File: config.mk
export PLATFORM = sky130hd
export DESIGN_NAME = mini_src_control_unit
export DESIGN_NICKNAME = d
export VERILOG_FILES = /design/src/rtl/mini_src_ctrl_pkg.sv /design/src/rtl/mini_src_control_unit_mem_wait_timer.sv /design/src/rtl/mini_src_control_unit.sv
export SDC_FILE = /design/constraint.sdc
export NUM_CORES = 1
export LEC_CHECK = 0
export CAP_MARGIN = 25
export CORE_MARGIN = 3
export CORE_UTILIZATION = 47
export CTS_CLUSTER_DIAMETER = 120
export DETAILED_ROUTE_END_ITERATION = 16
export DONT_BUFFER_PORTS = 1
export PLACE_DENSITY_LB_ADDON = 0.1
export SLEW_MARGIN = 0
export SYNTH_ARGS = -nofsm -noshare
export SYNTH_HDL_FRONTEND = slang
export SYNTH_SLANG_ARGS = --single-unit
File: constraint.sdc
create_clock -name clk -period 4.9 [get_ports clk]
set_clock_uncertainty 0.15 [all_clocks]
set_input_delay 0.735 -clock clk [delete_from_list [all_inputs] [get_ports clk]]
set_output_delay 0.735 -clock clk [all_outputs]
set_load 0.05 [all_outputs]
File: src/rtl/mini_src_ctrl_pkg.sv
// Shared encodings for the Mini SRC hardwired control unit: opcodes, FSM states,
// bit positions inside the one-hot bus_src and reg_ld vectors, and ALU codes.
package mini_src_ctrl_pkg;

  typedef enum logic [3:0] {
    ST_RST  = 4'd0,
    ST_T0   = 4'd1,
    ST_T1   = 4'd2,
    ST_T2   = 4'd3,
    ST_T3   = 4'd4,
    ST_T4   = 4'd5,
    ST_T5   = 4'd6,
    ST_T6   = 4'd7,
    ST_T7   = 4'd8,
    ST_HALT = 4'd9
  } state_e;

  localparam int unsigned MAX_WAIT_DEFAULT = 15;
  localparam logic [5:0]  ALU_SEL_ADD      = 6'd3;

  localparam logic [4:0] OP_LD   = 5'b00000;
  localparam logic [4:0] OP_LDI  = 5'b00001;
  localparam logic [4:0] OP_ST   = 5'b00010;
  localparam logic [4:0] OP_ADD  = 5'b00011;
  localparam logic [4:0] OP_ROL  = 5'b01011;
  localparam logic [4:0] OP_ADDI = 5'b01100;
  localparam logic [4:0] OP_ORI  = 5'b01110;
  localparam logic [4:0] OP_MUL  = 5'b01111;
  localparam logic [4:0] OP_DIV  = 5'b10000;
  localparam logic [4:0] OP_NEG  = 5'b10001;
  localparam logic [4:0] OP_NOT  = 5'b10010;
  localparam logic [4:0] OP_BR   = 5'b10011;
  localparam logic [4:0] OP_JR   = 5'b10100;
  localparam logic [4:0] OP_JAL  = 5'b10101;
  localparam logic [4:0] OP_IN   = 5'b10110;
  localparam logic [4:0] OP_OUT  = 5'b10111;
  localparam logic [4:0] OP_MFHI = 5'b11000;
  localparam logic [4:0] OP_MFLO = 5'b11001;
  localparam logic [4:0] OP_NOP  = 5'b11010;
  localparam logic [4:0] OP_HALT = 5'b11011;

  localparam int BS_PCOUT     = 0;
  localparam int BS_MDROUT    = 1;
  localparam int BS_ZHIGHOUT  = 2;
  localparam int BS_ZLOWOUT   = 3;
  localparam int BS_HIOUT     = 4;
  localparam int BS_LOOUT     = 5;
  localparam int BS_INPORTOUT = 6;
  localparam int BS_COUT      = 7;

  localparam int RL_PCIN      = 0;
  localparam int RL_IRIN      = 1;
  localparam int RL_MARIN     = 2;
  localparam int RL_MDRIN     = 3;
  localparam int RL_YIN       = 4;
  localparam int RL_ZIN       = 5;
  localparam int RL_HIIN      = 6;
  localparam int RL_LOIN      = 7;
  localparam int RL_OUTPORTIN = 8;
  localparam int RL_CONIN     = 9;

  function automatic logic is_alu_rr(input logic [4:0] op);
    return (op >= OP_ADD) && (op <= OP_ROL);
  endfunction

  function automatic logic is_alu_imm(input logic [4:0] op);
    return (op >= OP_ADDI) && (op <= OP_ORI);
  endfunction

endpackage

File: src/rtl/mini_src_control_unit_mem_wait_timer.sv
// Counts cycles spent waiting for mem_done; flags a timeout on the cycle the
// count reaches MAX_WAIT without the handshake arriving.
module mem_wait_timer
  import mini_src_ctrl_pkg::*;
#(
  parameter int unsigned MAX_WAIT = MAX_WAIT_DEFAULT
) (
  input  logic clk,
  input  logic rst,
  input  logic wait_i,
  input  logic done_i,
  output logic timeout_o
);

  logic [3:0] cnt_q, cnt_d;

  assign timeout_o = wait_i && !done_i && (cnt_q == 4'(MAX_WAIT));

  always_comb begin
    cnt_d = 4'd0;
    if (wait_i && !done_i && !timeout_o) cnt_d = cnt_q + 4'd1;
  end

  always_ff @(posedge clk or posedge rst) begin
    if (rst) cnt_q <= 4'd0;
    else     cnt_q <= cnt_d;
  end

endmodule

File: src/rtl/mini_src_control_unit.sv
// Hardwired Moore control unit for the single-bus Mini SRC: fetch T0-T2, opcode
// dependent execute T3-T7, memory-done handshake with timeout, halt on request.
module mini_src_control_unit
  import mini_src_ctrl_pkg::*;
#(
  parameter int unsigned MAX_WAIT = MAX_WAIT_DEFAULT
) (
  input  logic        clk,
  input  logic        clr,
  input  logic [31:0] ir,
  input  logic        con_ff,
  input  logic        mem_done,
  input  logic        stop,
  output logic [7:0]  bus_src,
  output logic [9:0]  reg_ld,
  output logic        Gra,
  output logic        Grb,
  output logic        Grc,
  output logic        Rin,
  output logic        Rout,
  output logic        BAout,
  output logic        inc_pc,
  output logic        read,
  output logic        write,
  output logic [5:0]  alu_sel,
  output logic        run,
  output logic        illegal,
  output logic        mem_err
);

  state_e     state_q, state_d, last_st;
  logic       stop_q, stop_d;
  logic       mem_err_q, mem_err_d;
  logic       wait_step, last_step, timeout, run_st;
  logic [4:0] op;
  logic       unused_ir;

  assign op        = ir[31:27];
  assign unused_ir = ^ir[26:0];
  assign run_st    = (state_q != ST_RST) && (state_q != ST_HALT);
  assign run       = run_st;
  assign mem_err   = mem_err_q;

  mem_wait_timer #(.MAX_WAIT(MAX_WAIT)) u_timer (
    .clk       (clk),
    .rst       (clr),
    .wait_i    (wait_step),
    .done_i    (mem_done),
    .timeout_o (timeout)
  );

  always_comb begin
    wait_step = (state_q == ST_T1) || (state_q == ST_T6 && op == OP_LD) ||
                (state_q == ST_T7 && op == OP_ST);
    last_st = ST_T3;
    if (is_alu_rr(op) || is_alu_imm(op) || op == OP_LDI)  last_st = ST_T5;
    else if (op == OP_LD || op == OP_ST)                   last_st = ST_T7;
    else if (op == OP_MUL || op == OP_DIV || op == OP_BR)  last_st = ST_T6;
    else if (op == OP_NEG || op == OP_NOT || op == OP_JAL) last_st = ST_T4;
    last_step = (state_q == last_st);
  end

  always_ff @(posedge clk or posedge clr) begin
    if (clr) begin
      state_q   <= ST_RST;
      stop_q    <= 1'b0;
      mem_err_q <= 1'b0;
    end else begin
      state_q   <= state_d;
      stop_q    <= stop_d;
      mem_err_q <= mem_err_d;
    end
  end

  // A stop seen anywhere inside the instruction is honoured at its last step.
  always_comb begin
    state_d   = state_q;
    stop_d    = stop_q;
    mem_err_d = mem_err_q;
    if (run_st && stop) stop_d = 1'b1;
    case (state_q)
      ST_RST:  state_d = ST_T0;
      ST_HALT: state_d = ST_HALT;
      default: begin
        if (wait_step && !mem_done) begin
          if (timeout) begin
            state_d   = ST_HALT;
            mem_err_d = 1'b1;
          end
        end else if (state_q == ST_T3 && op == OP_HALT) begin
          state_d = ST_HALT;
        end else if (last_step) begin
          state_d = (stop_q || stop) ? ST_HALT : ST_T0;
          stop_d  = 1'b0;
        end else begin
          state_d = state_e'(state_q + 4'd1);
        end
      end
    endcase
  end

  always_comb begin
    bus_src = '0;
    reg_ld  = '0;
    Gra = 1'b0; Grb = 1'b0; Grc = 1'b0; Rin = 1'b0; Rout = 1'b0; BAout = 1'b0;
    inc_pc  = 1'b0;
    read    = 1'b0;
    write   = 1'b0;
    alu_sel = '0;
    illegal = 1'b0;
    case (state_q)
      ST_T0: begin bus_src[BS_PCOUT] = 1'b1; reg_ld[RL_MARIN] = 1'b1; inc_pc = 1'b1; end
      ST_T1: begin read = 1'b1; reg_ld[RL_MDRIN] = 1'b1; end
      ST_T2: begin bus_src[BS_MDROUT] = 1'b1; reg_ld[RL_IRIN] = 1'b1; end
      ST_T3, ST_T4, ST_T5, ST_T6, ST_T7: begin
        if (is_alu_rr(op) || is_alu_imm(op)) begin
          case (state_q)
            ST_T3: begin Grb = 1'b1; Rout = 1'b1; reg_ld[RL_YIN] = 1'b1; end
            ST_T4: begin
              if (is_alu_imm(op)) bus_src[BS_COUT] = 1'b1;
              else begin Grc = 1'b1; Rout = 1'b1; end
              reg_ld[RL_ZIN] = 1'b1;
              alu_sel = {1'b0, op};
            end
            ST_T5:   begin bus_src[BS_ZLOWOUT] = 1'b1; Gra = 1'b1; Rin = 1'b1; end
            default: ;
          endcase
        end else begin
          case (op)
            OP_LD, OP_LDI, OP_ST: begin
              case (state_q)
                ST_T3: begin Grb = 1'b1; BAout = 1'b1; reg_ld[RL_YIN] = 1'b1; end
                ST_T4: begin bus_src[BS_COUT] = 1'b1; reg_ld[RL_ZIN] = 1'b1; alu_sel = ALU_SEL_ADD; end
                ST_T5: begin
                  bus_src[BS_ZLOWOUT] = 1'b1;
                  if (op == OP_LDI) begin Gra = 1'b1; Rin = 1'b1; end
                  else reg_ld[RL_MARIN] = 1'b1;
                end
                ST_T6: begin
                  reg_ld[RL_MDRIN] = 1'b1;
                  if (op == OP_ST) begin Gra = 1'b1; Rout = 1'b1; end
                  else read = 1'b1;
                end
                ST_T7: begin
                  if (op == OP_ST) write = 1'b1;
                  else begin bus_src[BS_MDROUT] = 1'b1; Gra = 1'b1; Rin = 1'b1; end
                end
                default: ;
              endcase
            end
            OP_MUL, OP_DIV: begin
              case (state_q)
                ST_T3: begin Gra = 1'b1; Rout = 1'b1; reg_ld[RL_YIN] = 1'b1; end
                ST_T4: begin Grb = 1'b1; Rout = 1'b1; reg_ld[RL_ZIN] = 1'b1; alu_sel = {1'b0, op}; end
                ST_T5: begin bus_src[BS_ZLOWOUT] = 1'b1; reg_ld[RL_LOIN] = 1'b1; end
                ST_T6: begin bus_src[BS_ZHIGHOUT] = 1'b1; reg_ld[RL_HIIN] = 1'b1; end
                default: ;
              endcase
            end
            OP_NEG, OP_NOT: begin
              if (state_q == ST_T3) begin
                Grb = 1'b1; Rout = 1'b1; reg_ld[RL_ZIN] = 1'b1; alu_sel = {1'b0, op};
              end else if (state_q == ST_T4) begin
                bus_src[BS_ZLOWOUT] = 1'b1; Gra = 1'b1; Rin = 1'b1;
              end
            end
            OP_BR: begin
              case (state_q)
                ST_T3: begin Gra = 1'b1; Rout = 1'b1; reg_ld[RL_CONIN] = 1'b1; end
                ST_T4: begin bus_src[BS_PCOUT] = 1'b1; reg_ld[RL_YIN] = 1'b1; end
                ST_T5: begin bus_src[BS_COUT] = 1'b1; reg_ld[RL_ZIN] = 1'b1; alu_sel = ALU_SEL_ADD; end
                ST_T6: if (con_ff) begin bus_src[BS_ZLOWOUT] = 1'b1; reg_ld[RL_PCIN] = 1'b1; end
                default: ;
              endcase
            end
            OP_JR:  if (state_q == ST_T3) begin Gra = 1'b1; Rout = 1'b1; reg_ld[RL_PCIN] = 1'b1; end
            OP_JAL: begin
              if (state_q == ST_T3) begin bus_src[BS_PCOUT] = 1'b1; Grb = 1'b1; Rin = 1'b1; end
              else if (state_q == ST_T4) begin Gra = 1'b1; Rout = 1'b1; reg_ld[RL_PCIN] = 1'b1; end
            end
            OP_IN:   if (state_q == ST_T3) begin bus_src[BS_INPORTOUT] = 1'b1; Gra = 1'b1; Rin = 1'b1; end
            OP_OUT:  if (state_q == ST_T3) begin Gra = 1'b1; Rout = 1'b1; reg_ld[RL_OUTPORTIN] = 1'b1; end
            OP_MFHI: if (state_q == ST_T3) begin bus_src[BS_HIOUT] = 1'b1; Gra = 1'b1; Rin = 1'b1; end
            OP_MFLO: if (state_q == ST_T3) begin bus_src[BS_LOOUT] = 1'b1; Gra = 1'b1; Rin = 1'b1; end
            OP_NOP, OP_HALT: ;
            default: illegal = (state_q == ST_T3);
          endcase
        end
      end
      default: ;
    endcase
  end

endmodule

# Yosys cells after proc, flatten, opt, wreduce, memory -nomap -nowiden
# Index checks and enable logic that the tools add are counted.
word_totals:
  ff_bits: 10
  output_inout_bits: 36
  elab_cells: 183
op_classes:
  n_addsub: 2
  magnitude_cmp: 4
  eq_ne: 28
  mux: 105
  bitwise: 1
  n_reduce_logical: 39
ops:
  columns: ["cell", "n"]
  rows:
  - ["2-to-1 mux 1 bit", 61]
  - ["equality test 5 bit (second input constant)", 12]
  - ["2-to-1 mux 4 bit", 9]
  - ["2-to-1 mux 6 bit", 4]
  - ["case mux 6 bit (4 select lines)", 1]
  - ["case mux 1 bit (2 select lines)", 11]
  - ["case mux 1 bit (3 select lines)", 6]
  - ["equality test 4 x 3 -> 1 bit (second input constant)", 4]
  - ["OR reduction 16 bit", 1]
  - ["OR reduction 5 bit", 3]
  - ["2-to-1 mux 2 bit", 7]
  - ["equality test 4 bit (second input constant)", 3]
  - ["less-or-equal comparator 5 x 4 -> 1 bit (second input constant)", 2]
  - ["logical AND 1 bit", 10]
  - ["logical OR 1 bit", 10]
  - ["2-to-1 mux 5 bit", 2]
  - ["adder 4 x 1 -> 4 bit (second input constant)", 2]
  - ["equality test 4 x 2 -> 1 bit (second input constant)", 2]
  - ["case mux 4 bit (2 select lines)", 1]
  - ["OR reduction 2 bit", 4]
  - ["OR reduction 8 bit", 1]
  - ["2-to-1 mux 3 bit", 2]
  - ["OR reduction 3 bit", 2]
  - ["OR reduction 6 bit", 1]
  - ["17 further kinds", 18]

# Logic depth before layout (Yosys ltp)
logic_depth:
  word_depth: 12
  ltp_mapped: 9

# Hierarchy
# A second synthesis with hierarchy kept.
hier_totals:
  hier_cells: 218
  area_unflattened_um2: 1552.7
modules_own_cells:
  columns: ["mod", "instances", "cells_each", "area_per_inst_um2"]
  rows:
  - ["mini_src_control_unit", 1, 200, 1351.3]
  - ["mem_wait_timer", 1, 18, 201.4]

# Worst setup path after synthesis
# Ideal clock, no wire load.
synth_timing:
  path_kind: "input-to-output"
  from: "input ir[31]"
  to: "output bus_src[4]"
  arrival_time_ns: 3.225
  t_required_ns: 4.015
  path_slack_ns: 0.790
  path_stages: 5
  path_buffers: 3
  path_cell_list: "buf_6 clkbuf_1 clkbuf_1 nand3_1 nor4b_1"
synth_via:
  elab_chain_cells: 5
synth_lines:
  columns: ["item", "line", "rtl"]
  rows:
  - ["start, declared", "mini_src_control_unit.sv:10", "input logic [31:0] ir,"]
  - ["greater-or-equal comparator 5 x 2 -> 1 bit (tied with other cells)", "mini_src_ctrl_pkg.sv:63", "return (op >= OP_ADD) && (op <= OP_ROL);"]
  - ["logical AND 1 bit, on equally long branches", "mini_src_ctrl_pkg.sv:63, mini_src_ctrl_pkg.sv:67", null]
  - ["logical OR 1 bit", "mini_src_control_unit.sv:116", "if (is_alu_rr(op) || is_alu_imm(op)) begin"]
  - ["2-to-1 mux 3 bit *", "mini_src_control_unit.sv:116", null]
  - ["2-to-1 mux 6 bit *", "mini_src_control_unit.sv:111", "case (state_q)"]
  - ["end, declared", "mini_src_control_unit.sv:14", "output logic [7:0] bus_src,"]
# Every way passes the cells marked *; elsewhere a longest branch is shown, timed or not.

# Final worst setup path
layout_timing:
  from: "register state_q[1]"
  to: "output Grb"
layout_via:
  elab_chain_cells: 5
layout_lines:
  columns: ["item", "line", "rtl"]
  rows:
  - ["start, declared", "mini_src_control_unit.sv:31", "state_e state_q, state_d, last_st;"]
  - ["start signal, assigned", "mini_src_control_unit.sv:69", "state_q <= state_d;"]
  - ["equality test 4 x 3 -> 1 bit, on equally long branches", null, null]
  - ["2-to-1 mux 1 bit, on equally long branches", null, null]
  - ["case mux 1 bit (2 select lines)", "mini_src_control_unit.sv:129", "case (op)"]
  - ["2-to-1 mux 1 bit", "mini_src_control_unit.sv:116", null]
  - ["2-to-1 mux 1 bit *", "mini_src_control_unit.sv:111", null]
  - ["end, declared", "mini_src_control_unit.sv:17", "output logic Grb,"]
# Marks and branches as above.

==> run metrics <==
status=finished clean; Placed Area=1620 um2; clk sink count=10; total track usage=0.239; Gate power share=0.711; GP Congestion=0.979; Max Buffers Root-to-Sink=2; initial antenna violation count=0; Clock Latency Late Sink=260 ps; FFs w/ async S/R, synth=1.00; Mean Syn Cell Area=6.96 um2; vias in the first global route=1632; routed wire length=4840 um; Synth Warn #=0; synthesized cell area=1590 um2; Synth Area in Compound Gates=0.334; worst vdd ir=0.354 mV; Crit Path Category=reg2out; total die area=4120 um2; CTS root buffer=clkbuf_4; Leak Pwr=0.620 nW; Max Clk Rate=254 MHz; Final Setup Violations=0; Post-Synth Adder-Cell Area=0.0393; post-CTS resize count=0; pre-CTS setup slack=1340 ps; Residual DRC=0; power density over cell area=454 nW/um2; cell count after synthesis=229; Max-Slew Margin vs Limit=0.258; nets@finish=265; setup TNS=0 ps; Yosys top cell by area=dfrtp_1; top_reg_cell synth=dfrtp_1; switch share=0.609; xor and xnor area share after synthesis=0.0110; Clock H-tree levels=1; Net Switching=0.000458 W; diodes inserted=0; chip height=64.2 um; share of cells above drive strength 1=0.104; Pins Over Slew Limit=0; I/O pin cnt=73; Final period util=0.803; count leader, synth=nor2_1; RSZ-0062 raised after global routing=no; starting density of the core=0.505; setup ws final=967 ps; Port Buffers=0; Post-synth EDFFs=0; WHS=181 ps; Post-DRT Antenna Nets=0; Clk network pwr share=0.094; CTS buffer count=3; share of the synthesized area in the top cell type=0.157; Clock transition at path regs=60 ps; first-pass GRT wire length=8110 um; simple-gate portion of the synthesized area=0.369; CP Max Fanout=13; final hold violations=0; cts hold-fix bufs=0; vias per cell=6.53; via count=1738; initial drt markers=234; Final HPWL DP=3660 um; Synth area leaders=dfrtp_1 (16%), nor2_1 (6.8%), a21oi_1 (6.6%), nand2_1 (4.9%), o21ai_0 (4.7%); Max Cap Violations=0; Least-Margin Pin Slew=1110 ps; FP Rows=20; DRT Pass-1 Iters=5; Power Internal=0.000294 W; mux cell area share after synthesis=0.0126; total grt overflow=0; die width=64.2 um; Syn-to-layout area delta=4.01%; synth unique cells=64; sequential share of power=0.194; Post-Syn Nets=271; Post-CTS Setup Bufs=0; largest net degree at the start of global routing=29; worst hold path class=in2async; Seq/Total Area, Yosys=0.157; CORE AREA=3150 um2; Worst EP required=4010 ps; crit path capture type=primary output; fin area=1660 um2; Worst Path Arrival=3050 ps; main combinational cell family by area after synthesis=simple AND/OR/NAND/NOR gates; CTS tree=built; min cycle time layout=3930 ps; post-detailed-route wirelength per cell=18.2 um; Startpoint Class=flop; flops & latches, synth=10; # fillers=339; most instantiated cells after synthesis=nor2_1 (29), a21oi_1 (21), nand2_1 (21)
power by group through the flow:
stage	Sequential, W	Clock, W	Combinational, W
finish	0.000146	0.0000710	0.000535
global route	0.000151	0.0000786	0.000581
CTS	0.000145	0.0000750	0.000531
detailed placement	0.000147	0	0.000528
global placement	0.000145	0	0.000518
floorplan	0.000122	0	0.000477
worst paths after layout:
path	from	endpoint	slack, ps	cells after the start
worst max-delay path	state_q[1]$_DFFE_PP0P_	Grb	970	8
worst min-delay path	clr	u_timer.cnt_q[1]$_DFF_PP0_	180	1
worst max register to register	state_q[1]$_DFFE_PP0P_	state_q[3]$_DFFE_PP0P_	2050	8
worst min register to register	u_timer.cnt_q[0]$_DFF_PP0_	u_timer.cnt_q[0]$_DFF_PP0_	320	1
max in group asynchronous	clr	stop_q$_DFF_PP0_	4150	1
min in group clk	u_timer.cnt_q[0]$_DFF_PP0_	u_timer.cnt_q[0]$_DFF_PP0_	320	1
cell usage in the layout, fill, tap and decap left out, drive strengths merged, types with 3 or more instances in the layout:
cell    count
nor2       30
nand2      21
a21oi      21
o21ai      16
dfrtp      10
nor2b       8
nor3        8
and2        8
buf         7
nand2b      6
inv         5
ha          5
or3         4
nand3       4
clkbuf      4
o31ai       4
nand4       3
o211ai      3
o22ai       3
cells by family after synthesis:
logic type,count (synthesis)
adders and majority gates,5
DFF,10
xor gates and xnor gates,2
buffers and inverters,23
other,1
muxes,2
AOI/OAI and AO/OA,76
and+or+nand+nor,110
state kept, by name, indices dropped and copies added, names as in the netlist:
signal and flops:
state_q 4, u_timer.cnt_q 4, mem_err 1, stop_q 1
routing by layer:
metal,wire (um),up-vias,global-route usage,part of all wire
li1,-,832,-,-
met1,1940,811,0.297,0.40
met2,2440,85,0.432,0.50
met3,376,10,0.0316,0.078
met4,78,0,0.0580,0.016
met5,0,-,0,0
area by class of cell:
| cell class | instances | area [um2] | area share |
|---|---|---|---|
| multi-input cells | 196 | 1240 | 0.748 |
| repair buffers | 7 | 56.3 | 0.0340 |
| clock buffers | 4 | 36.3 | 0.0219 |
| well taps | 44 | 55.1 | 0.0332 |
| flip-flops and latches | 10 | 250 | 0.151 |
| inverters | 5 | 18.8 | 0.0113 |
worst max-delay path, cell delays in order (launching register included):
cell,delay [ps]
dfrtp_1,430
inv_1,170
ha_1,480
nor4_1,160
o21ai_0,470
o21bai_1,120
a21oi_1,160
nor2_1,60
o21ai_1,740
stage by stage:
stage / power, W / util / cells
2_1_floorplan: 0.000599 / - / 229
6_report: 0.000752 / 0.525 / 266
5_1_grt: 0.000812 / 0.525 / 266
3_3_place_gp: 0.000663 / 0.514 / 262
4_1_cts: 0.000751 / 0.525 / 266
3_5_place_dp: 0.000675 / 0.514 / 262
Power figures use the tool's default switching activity.
